==> src/rtl/sumador_segmentado.sv <==
// rtl/sumador_segmentado.sv - pipelined segmented ripple adder/subtractor with valid/ready flow control
// One SEG-bit ripple segment per stage; operands shrink and results grow as they move down the pipe.

module sumador_segmentado #(
    parameter int WIDTH = 16,
    parameter int SEG   = 4,
    parameter int PwrC  = 0
) (
    input  logic             clk,
    input  logic             reset_L,
    input  logic             valid_in,
    output logic             ready_out,
    input  logic [WIDTH-1:0] a,
    input  logic [WIDTH-1:0] b,
    input  logic             ci,
    input  logic             op,
    output logic             valid_out,
    input  logic             ready_in,
    output logic [WIDTH-1:0] s,
    output logic             co,
    output logic             ovf
);
    localparam int N = WIDTH / SEG;

    logic             advance;
    logic [WIDTH-1:0] b_eff;
    logic             ci_eff;

    // The whole pipe moves in lockstep, so a single advance enable covers every stage.
    assign advance   = !valid_out || ready_in;
    assign ready_out = advance;
    assign b_eff     = op ? ~b : b;
    assign ci_eff    = op ? ~ci : ci;

    if (SEG < 1 || WIDTH < SEG || (WIDTH % SEG) != 0) begin : g_bad_params
        $error("sumador_segmentado: WIDTH must be a positive multiple of SEG");
    end

    if (PwrC != 0) begin : g_pwr_tagged
    end

    genvar k;
    for (k = 0; k < N; k++) begin : g_stage
        localparam int IW = WIDTH - k * SEG;
        localparam int RW = (k + 1) * SEG;

        logic [IW-1:0]  a_in;
        logic [IW-1:0]  b_in;
        logic           c_in;
        logic           v_in;
        logic [SEG:0]   sum;
        logic [RW-1:0]  r_next;
        logic [RW-1:0]  r_q;
        logic           c_q;
        logic           v_q;

        if (k == 0) begin : g_head
            assign a_in   = a;
            assign b_in   = b_eff;
            assign c_in   = ci_eff;
            assign v_in   = valid_in;
            assign r_next = sum[SEG-1:0];
        end else begin : g_body
            assign a_in   = g_stage[k-1].g_fwd.a_q;
            assign b_in   = g_stage[k-1].g_fwd.b_q;
            assign c_in   = g_stage[k-1].c_q;
            assign v_in   = g_stage[k-1].v_q;
            assign r_next = {sum[SEG-1:0], g_stage[k-1].r_q};
        end

        assign sum = {1'b0, a_in[SEG-1:0]} + {1'b0, b_in[SEG-1:0]} + {{SEG{1'b0}}, c_in};

        // Skew registers: only the not-yet-added upper operand segments travel on.
        if (k < N - 1) begin : g_fwd
            logic [IW-SEG-1:0] a_q;
            logic [IW-SEG-1:0] b_q;

            always_ff @(posedge clk) begin
                if (!reset_L) begin
                    a_q <= '0;
                    b_q <= '0;
                end else if (advance) begin
                    a_q <= a_in[IW-1:SEG];
                    b_q <= b_in[IW-1:SEG];
                end
            end
        end

        always_ff @(posedge clk) begin
            if (!reset_L) begin
                r_q <= '0;
                c_q <= 1'b0;
                v_q <= 1'b0;
            end else if (advance) begin
                r_q <= r_next;
                c_q <= sum[SEG];
                v_q <= v_in;
            end
        end

        // Carry into the MSB is recovered from the MSB sum bit and its operand bits.
        if (k == N - 1) begin : g_tail
            logic ovf_q;

            always_ff @(posedge clk) begin
                if (!reset_L) begin
                    ovf_q <= 1'b0;
                end else if (advance) begin
                    ovf_q <= sum[SEG] ^ (a_in[SEG-1] ^ b_in[SEG-1] ^ sum[SEG-1]);
                end
            end
        end
    end

    assign s         = g_stage[N-1].r_q;
    assign co        = g_stage[N-1].c_q;
    assign valid_out = g_stage[N-1].v_q;
    assign ovf       = g_stage[N-1].g_tail.ovf_q;

endmodule

==> config.mk <==
export PLATFORM = sky130hd
export DESIGN_NAME = sumador_segmentado
export DESIGN_NICKNAME = d
export VERILOG_FILES = /design/src/rtl/sumador_segmentado.sv
export SDC_FILE = /design/constraint.sdc
export NUM_CORES = 1
export LEC_CHECK = 0
export ABC_AREA = 1
export BUFFER_PORTS_ARGS = -buffer_cell sky130_fd_sc_hd__buf_2
export CAP_MARGIN = 30
export CORE_AREA = 2 2 105 107
export CTS_CLUSTER_DIAMETER = 50
export DETAILED_ROUTE_END_ITERATION = 8
export DIE_AREA = 0 0 107 109
export SLEW_MARGIN = 20
export SYNTH_ARGS = -nofsm -noshare
export SYNTH_HDL_FRONTEND = slang
export SYNTH_SLANG_ARGS = --single-unit
==> constraint.sdc <==
create_clock -name clk -period 4.7 [get_ports clk]
set_input_delay 0.235 -clock clk [delete_from_list [all_inputs] [get_ports clk]]
set_output_delay 0.235 -clock clk [all_outputs]
set_load 0.01 [all_outputs]
==> run_results.csv <==
group,metric,value,unit
status,status,"finished clean",
floorplan,ios,58,
clock_tree,cts_root_buf,"clkbuf_8",
layout,area_growth,12.69,%
global_route,grt_overflow,0,
routing,drc_errors,0,
global_route,grt_pass1_vias,2990,
floorplan,coreArea,10600,µm²
worst_setup_path,arrival,2110,ps
clock_tree,clock_path_buffers,2,
clock_tree,clkTransAtPathRegs,100,ps
power_and_ir_drop,irDropWorstVdd,154.3,µV
clock_tree,cts_setup_buffers,0,
timing,timing.setup.tns,0,ps
logic_synthesis,synth_xor_area_share,3.648,%
logic_synthesis,synthAdderAreaFrac,7.603,%
clock_tree,worstSkewPairLatency,360,ps
worst_setup_path,cp.required,4970,ps
global_route,grt_max_degree,98,
place,dpl.cell_count,678,
power_and_ir_drop,p_leak,2.280,nW
clock_tree,cts.sinks,97,
global_route,grt_first_pass_wirelength,13.08,mm
logic_synthesis,synth_cells,510,
floorplan,die_w,107,µm
logic_synthesis,synth_seq_cells,97,
logic_synthesis,synth_top_family_by_area,"simple AND/OR/NAND/NOR gates",
place,portBuffers,57,
routing,drtPass1Iterations,4,
logic_synthesis,syn_nets,568,
layout,multi_input_area,1854,µm²
routing,wl_per_cell,11.18,µm
layout,instances_no_fill,695,
global_route,met2_usage,23.75,%
layout,fin_nets,608,
timing,slew_headroom,50.84,%
worst_setup_path,critPathLaunchType,"register",
logic_synthesis,synth_largest_area_cell,"dfxtp_1",
timing,finalSetupViolCount,0,
layout,fillers,1117,
timing,tightestPinTransition,737.4,ps
routing,drt_iter0_markers,162,
place,routabilityCongestion,0.7448,
global_route,busiest_layer,"met2",
timing,min_period,1844,ps
routing,via_count,3216,
global_route,track_usage,13.94,%
hold_path,hold_path_class,"input port to register",
layout,drive_gt1_share,14.95,%
timing,fmax,542.4,MHz
logic_synthesis,muxShareOfSynthArea,0,%
clock_tree,cts_buffers,9,
timing,rsz0062_at_grt,"no",
logic_synthesis,synth_area,4081,µm²
layout,n_antenna_cell,0,
logic_synthesis,synth_area_leaders,"dfxtp_1, nor2_1, o21ai_0",
logic_synthesis,syn_area_per_cell,8.003,µm²
flow_run,drv_cap,0,
global_route,grtUsageMet3,3.347,%
timing,holdWs,135.8,ps
logic_synthesis,synth_compound_area_share,15.63,%
place,dp.final_hpwl,5.128,mm
floorplan,start_util,38.49,%
floorplan,placementRows,38,
logic_synthesis,synth.distinct_cells,24,
logic_synthesis,yosysSeqAreaShare,47.58,%
clock_tree,cts_tree,"done",
timing,fin_crit_sh,39.23,%
clock_tree,htree_levels,3,
floorplan,die_area,11660,µm²
layout,regArea,1942,µm²
global_route,antenna_found_initial,0,
timing,fin_skew,13.64,ps
routing,ant_nets,0,
worst_setup_path,critPathMaxFanout,46,
clock_tree,cts_hold_buf,0,
routing,vias_per_cell,4.627,
global_route,use_met1,17.37,%
worst_setup_path,worstSetupEndpointType,"register",
logic_synthesis,synth-simple-area-share,18.55,%
timing,hold_viol_final,0,
power_and_ir_drop,p_per_area,354.4,nW/µm²
worst_setup_path,critical_path_class,"register to register",
timing,slew_violations,0,
logic_synthesis,yosysWarningCount,0,
floorplan,dieHeight,109,µm
clock_tree,cts_resized,0,
routing,wl,7.768,mm
logic_synthesis,yosysTopAreaCellShare,47.58,%
[worst max-delay path, stage by stage, from the launching register on]
cell and delay [ps]:
dfxtp_1 350, inv_1 70, nor2_4 100, clkinv_2 290
buf_12 300, buf_4 290, o21ai_0 190, inv_1 60
nand2_1 60, inv_1 30
[synth_stat cells, drive strengths merged]
library cell	number
nand2	31
nor2	141
or2	4
dfxtp	97
ha	12
xnor2	11
a21oi	22
buf	19
xor2	6
nand4	1
nand3b	1
o21ai	99
nand3	13
a31oi	4
inv	27
fa	8
clkbuf	13
o21a	1
[sequential cells by signal, indices dropped and copies added (netlist names)]
signal,count
g_stage.r_q,24
s,16
ovf,1
co,1
g_stage.g_fwd.b_q,24
g_stage.g_fwd.a_q,24
g_stage.v_q,3
g_stage.c_q,3
valid_out,1
[cell usage in the layout (no fill, tap or decap)]
cell type | netlist | layout
or2_2 | 4 | 4
nand3b_1 | 1 | 1
o21ai_1 | 7 | 7
clkinvlp_4 | 0 | 2
nand4_1 | 1 | 1
inv_6 | 0 | 2
xnor2_1 | 11 | 11
inv_1 | 26 | 26
a31oi_1 | 4 | 4
nand2_1 | 31 | 31
ha_1 | 12 | 12
o21a_1 | 1 | 1
dfxtp_1 | 97 | 97
fa_1 | 8 | 8
buf_12 | 0 | 1
a21oi_1 | 22 | 22
nor2_4 | 1 | 1
nor2_1 | 140 | 140
clkbuf_8 | 0 | 12
clkinv_2 | 0 | 1
buf_4 | 7 | 3
buf_2 | 9 | 57
xor2_1 | 6 | 6
nand3_1 | 13 | 13
o21ai_0 | 92 | 92
[cells by family after synthesis]
kind of cell,after synthesis
xor+xnor,17
compound gates,126
fa+ha+maj,20
flops,97
simple gates,191
buf+inv,59
[per-stage QoR]
stage	total power [mW]	utilization [%]	area [µm²]	worst slack (ps)
floorplan	1.063	-	4081	2734
global placement	1.117	41.33	4382	2578
detailed placement	1.124	41.33	4382	2511
CTS	1.649	43.19	4579	2488
global route	1.714	43.38	4599	2682
finish	1.630	43.38	4599	2856
[area by class of cell]
| class | count | area share, % |
|---|---|---|
| inverters | 27 | 2.231 |
| clock inverters | 4 | 0.7073 |
| multi-input cells | 354 | 40.32 |
| clock buffers | 12 | 3.591 |
| well taps | 140 | 3.808 |
| repair buffers | 61 | 7.127 |
| flip-flops and latches | 97 | 42.22 |
[power by group]
| group | internal [mW] | switching [mW] | total, mW | leakage [nW] |
|---|---|---|---|---|
| clock network | 0.240 | 0.287 | 0.527 | 0.0956 |
| registers | 0.885 | 0.0323 | 0.918 | 0.798 |
| logic | 0.0804 | 0.105 | 0.185 | 1.39 |
| total | 1.21 | 0.424 | 1.63 | 2.28 |
[routing by layer]
layer	vias up	wire length [µm]
met4	0	63
li1	1729	-
met5	-	0
met2	49	3499
met1	1434	3898
met3	4	307
[path summary, 6_finish.rpt]
path,from,end,slack [ps],cells after the start
worst min-delay path,a[4],g_stage[0].g_fwd.a_q[0],140,3
worst min register to register,g_stage[2].v_q,g_stage[2].v_q,460,2
worst max-delay path,valid_out,g_stage[1].r_q[7],2860,9
worst max register to register,valid_out,g_stage[1].r_q[7],2860,9
Power figures use the tool's default switching activity.
